[src/rtl/fifo_wr_arbiter.sv]
// Round-robin write arbiter: N valid/ready producers share one FIFO write port.
// The winning word is registered with its source tag and presented to the FIFO one cycle later.
module fifo_wr_arbiter #(
    parameter  int N         = 4,
    parameter  int DW        = 32,
    parameter  int DEPTH     = 32,
    parameter  int MAX_BURST = 2,
    localparam int TW        = ($clog2(N) > 1) ? $clog2(N) : 1,
    localparam int CW        = $clog2(DEPTH)
) (
    input  logic             clk_i,
    input  logic             srst_i,
    input  logic             enable_i,
    input  logic [N-1:0]     src_valid_i,
    input  logic [N*DW-1:0]  src_data_i,
    output logic [N-1:0]     src_ready_o,
    output logic             fifo_valid_o,
    output logic [TW+DW-1:0] fifo_data_o,
    input  logic             fifo_full_i,
    input  logic [CW-1:0]    fifo_count_i,
    output logic [TW-1:0]    grant_idx_o
);

    localparam int BW = $clog2(MAX_BURST + 1);

    // Handshake: source k transfers on a cycle where src_valid_i[k] && src_ready_o[k];
    // the source must hold valid and data stable until that cycle. src_ready_o is one-hot or zero.

    logic [TW-1:0]    owner_q, owner_d;
    logic [BW-1:0]    burst_q, burst_d;
    logic             fifo_valid_q, fifo_valid_d;
    logic [TW+DW-1:0] fifo_data_q, fifo_data_d;
    logic [TW-1:0]    grant_idx_q, grant_idx_d;

    logic [DW-1:0]    src_word [N];
    logic [CW:0]      fill_sum;
    logic             space_ok;
    logic             arb_ok;
    logic             cont;
    logic             rot_found;
    logic [TW-1:0]    rot_idx;
    logic             grant;
    logic [TW-1:0]    win;

    always_comb begin
        for (int k = 0; k < N; k++) begin
            src_word[k] = src_data_i[k*DW +: DW];
        end
    end

    // One slot of headroom covers the word already registered but not yet counted by the FIFO.
    always_comb begin
        fill_sum = {1'b0, fifo_count_i} + {{CW{1'b0}}, fifo_valid_q};
        space_ok = !fifo_full_i && (fill_sum <= (CW+1)'(DEPTH - 2));
        arb_ok   = enable_i && space_ok && !srst_i;
    end

    always_comb begin
        cont = arb_ok && (burst_q != '0) && (burst_q < BW'(MAX_BURST)) && src_valid_i[owner_q];

        // Walk downward so the candidate closest after the owner is the one left standing.
        rot_found = 1'b0;
        rot_idx   = owner_q;
        for (int i = N; i >= 1; i--) begin
            if (src_valid_i[TW'((int'(owner_q) + i) % N)]) begin
                rot_found = 1'b1;
                rot_idx   = TW'((int'(owner_q) + i) % N);
            end
        end

        grant = cont || (arb_ok && rot_found);
        win   = cont ? owner_q : rot_idx;

        src_ready_o = '0;
        if (grant) begin
            src_ready_o[win] = 1'b1;
        end
    end

    always_comb begin
        owner_d      = owner_q;
        burst_d      = burst_q;
        fifo_valid_d = grant;
        fifo_data_d  = fifo_data_q;
        grant_idx_d  = grant_idx_q;

        if (cont) begin
            burst_d = burst_q + BW'(1);
        end else if (grant) begin
            owner_d = win;
            burst_d = BW'(1);
        end else if (arb_ok) begin
            burst_d = '0;
        end

        if (grant) begin
            fifo_data_d = {win, src_word[win]};
            grant_idx_d = win;
        end
    end

    always_ff @(posedge clk_i) begin
        if (srst_i) begin
            owner_q      <= TW'(N - 1);
            burst_q      <= '0;
            fifo_valid_q <= 1'b0;
            fifo_data_q  <= '0;
            grant_idx_q  <= '0;
        end else begin
            owner_q      <= owner_d;
            burst_q      <= burst_d;
            fifo_valid_q <= fifo_valid_d;
            fifo_data_q  <= fifo_data_d;
            grant_idx_q  <= grant_idx_d;
        end
    end

    assign fifo_valid_o = fifo_valid_q;
    assign fifo_data_o  = fifo_data_q;
    assign grant_idx_o  = grant_idx_q;

endmodule
[config.mk]
export PLATFORM = sky130hd
export DESIGN_NAME = fifo_wr_arbiter
export DESIGN_NICKNAME = d
export VERILOG_FILES = /design/src/rtl/fifo_wr_arbiter.sv
export SDC_FILE = /design/constraint.sdc
export NUM_CORES = 1
export LEC_CHECK = 0
export ABC_AREA = 1
export CORE_MARGIN = 1.5
export CORE_UTILIZATION = 43
export DETAILED_ROUTE_END_ITERATION = 7
export HOLD_SLACK_MARGIN = 0.1
export PLACE_DENSITY = 0.95
export SYNTH_ARGS = -nofsm -noshare
export SYNTH_HDL_FRONTEND = slang
export SYNTH_SLANG_ARGS = --single-unit
[constraint.sdc]
create_clock -name clk_i -period 11.19 [get_ports clk_i]
set_input_delay 3.357 -clock clk_i [delete_from_list [all_inputs] [get_ports clk_i]]
set_output_delay 3.357 -clock clk_i [all_outputs]
set_load 0.01 [all_outputs]
==> run_results.csv <==
group,metric,value,unit
cells_and_area,seqCellArea,781,µm²
logic_synthesis,syn_nets,744,
timing,finalSetupTns,0,ns
route,ant_nets,0,
die,die_w,91.0,µm
power_and_ir_drop,powerDensity,92.7,nW/µm²
global_routing,antenna_found_initial,0,
global_routing,grt_max_degree,47,
timing,setup_violations,0,
power_and_ir_drop,power_leakage,0.00263,µW
critical_path,critPathMaxFanout,38,
logic_synthesis,synth_edf_count,0,
cts,clk_latency,0.28,ns
critical_path,r2r_cells,16,
logic_synthesis,avgSynthCellArea,5.55,µm²
logic_synthesis,yosysTopAreaCellShare,23.4,%
cts,cts_tree,"built",
route,firstDrtPassIters,5,
hold_path,hold-path-cell-count,2,
timing,finalClockSkew,0.00481,ns
logic_synthesis,synth_cell_type_count,26,
global_routing,grt_overflow,0,
logic_synthesis,synthTopCellsByArea,"dfxtp_1 23%, nand2_1 21%, nand3_1 16%, inv_1 13%, nor2_1 7.9%",
logic_synthesis,yosysMostFrequentCell,"nand2_1",
global_routing,grt_pass1_vias,4073,
run,maxCapViolCount,0,
critical_path,critPathMostFrequentCell,"nand2_1",
timing,worst_pin_slew,0.643,ns
die,rows,31,
critical_path,endpoint_kind,"primary output",
timing,min_period_over_period,91.0,%
timing,rsz0062_at_grt,"no",
logic_synthesis,synthesis.area,3330,µm²
timing,timing.fmax,0.0982,GHz
logic_synthesis,yosysWarnings,0,
critical_path,cp-start-kind,"input port",
cells_and_area,nets,904,
global_routing,grt_usage,26.0,%
timing,hold_viol,0,
critical_path,crit_chain,"clkdlybuf4s50_1 > ha_1 > ha_1 > nand2_1 > nand2_1 > inv_1 > nor2_1 > nand2_1 > nand3_4 > nand3_4 > nand2_2 > inv_2 > nor3_1 > clkdlybuf4s50_1",
global_routing,grt_pass1_wl,17.9,mm
critical_path,crit_path_max_incr_delay,0.65,ns
cts,cts.repair.resized,0,
logic_synthesis,synthCells,600,
cts,cts.sinks,39,
cells_and_area,fill_cells,602,
cts,path_clk_slew,0.07,ns
cells_and_area,area_delta_synth_final,55.3,%
placed_design,dp_hpwl,8.42,mm
logic_synthesis,ys_seq_area_share,23.4,%
cts,postCtsSetupBuffers,0,
critical_path,cp_data_arrival_time,6.82,ns
cts,clockBufferDepth,2,
cts,cts_made_buffers,5,
placed_design,port_buffers,181,
die,die_height,91.0,µm
timing,slew_viol_final,0,
cts,cts_hold_buf,0,
route,drcViolationCount,0,
route,first_iter_violations,223,
die,pin_count,182,
critical_path,critPathRequiredTime,7.83,ns
cells_and_area,multi_input_area,1880,µm²
timing,fin_hold_ws,0.470,ns
logic_synthesis,ys_top_cells_by_count,"183 x nand2_1, 116 x inv_1, 109 x nand3_1",
die,core-area,7370,µm²
route,avgViaCountPerCell,4.97,
die,die-area,8280,µm²
cells_and_area,drive_gt1_share,4.61,%
cts,root_buffer,"clkbuf_8",
critical_path,timing_worst_setup_path_type,"in2out",
hold_path,hold_path_end,"burst_q[1]$_SDFFE_PP0P_",
cells_and_area,stdcell_count,859,
route,vias,4271,
timing,finalCriticalPeriod,10.18,ns
die,initial_core_util,45.2,%
critical_path,rr_startpoint,"fifo_valid_o$_SDFF_PP0_",
cells_and_area,antenna_cells,0,
logic_synthesis,synth_flop_cell,"dfxtp_1",
placed_design,gp_congestion,0.893,
route,wl_per_cell,12.7,µm
route,totalWireLength,10.9,mm
logic_synthesis,synth_largest_area_cell,"dfxtp_1",
run_status,run_status,"completed",
timing,relSlewSlack,57.0,%
logic_synthesis,ys_seq_elements,39,
cts,htree_levels,2,
placed_design,place_inst,852,
hold_path,min_from,"burst_q[1]$_SDFFE_PP0P_",
critical_path,r2r_end,"fifo_data_o[30]$_SDFFE_PP0P_",
hold_path,hold_path_class,"reg2reg",
power_and_ir_drop,irDropWorstVdd,51.0,µV
logic_synthesis,async_flop_share,0,%
critical_path,r2r_slack,7.81,ns
critical_path,worst_path_max_delay_cell,"nand2_2",
## power by group
part	total (µW)	internal (µW)	leakage, µW	switching (µW)
Sequential	157	150	0.000320	7.32
Clock	94.5	48.4	0.0000470	46.1
Combinational	228	108	0.00226	120
Total	479	306	0.00263	173
## critical path: cells and delay by family
kind / cells / cell delay (ns)
fa+ha+maj: 2 / 0.47
buf+inv: 4 / 1.29
simple gates: 8 / 1.69
## cell families (layout without fill, tap and decap cells)
kind of cell               count (synthesis)  in the layout  synth area share (%)
and+or+nand+nor                          391            391                  53.1
buffers and inverters                    153            313                  20.0
DFF                                       39             39                  23.4
AOI/OAI and AO/OA                         14             14                  2.33
adders and majority gates                  3              3                  1.13
## sequential cells by signal, indices dropped and copies added, names as in the netlist
register / count
fifo_data_o: 34
burst_q: 2
owner_q: 2
fifo_valid_o: 1
## placed cells by master, fill, tap and decap left out, types with 5 or more instances in the layout
master             n
nand2_1          183
clkdlybuf4s50_1  181
inv_1            116
nand3_1          109
nor2_1            70
dfxtp_1           39
nor3b_2            9
o21ai_0            7
nor3b_1            6
clkbuf_8           6
nand2_2            5
## metal layers
metal	vias to the layer above	part of all wire (%)	GRT usage (%)
met5	-	0	0
met4	0	3.0	10.7
met3	36	8.2	5.28
met2	234	50	48.8
met1	1881	39	28.0
li1	2120	-	-
## through the flow
step	power [µW]	worst slack, ns	instance area [µm²]	util [%]
global placement	378	1.14	5080	69.0
CTS	481	1.03	5170	70.2
global route	513	0.747	5170	70.2
finish	479	1.01	5170	70.2
floorplan	303	2.76	3330	-
detailed placement	386	1.03	5080	69.0
## cell type report
| cell class | count | area share [%] |
|---|---|---|
| Tap cell | 99 | 2.39 |
| Clock buffer | 6 | 1.60 |
| Clock inverter | 1 | 0.0968 |
| Sequential cell | 39 | 15.1 |
| Inverter | 121 | 8.78 |
| Timing Repair Buffer | 185 | 35.6 |
| Multi-Input combinational cell | 408 | 36.4 |
## how the worst max path moves through the flow
stage,endpoint,cells after the start,slack [ns],startpoint
floorplan,src_ready_o[2],11,2.76,fifo_count_i[0]
global placement,src_ready_o[0],12,1.14,fifo_count_i[0]
detailed placement,src_ready_o[0],14,1.03,fifo_count_i[0]
CTS,src_ready_o[0],14,1.03,fifo_count_i[0]
global route,src_ready_o[0],14,0.75,fifo_count_i[0]
finish,src_ready_o[0],14,1.01,fifo_count_i[0]
(Power assumes the default switching activity.)
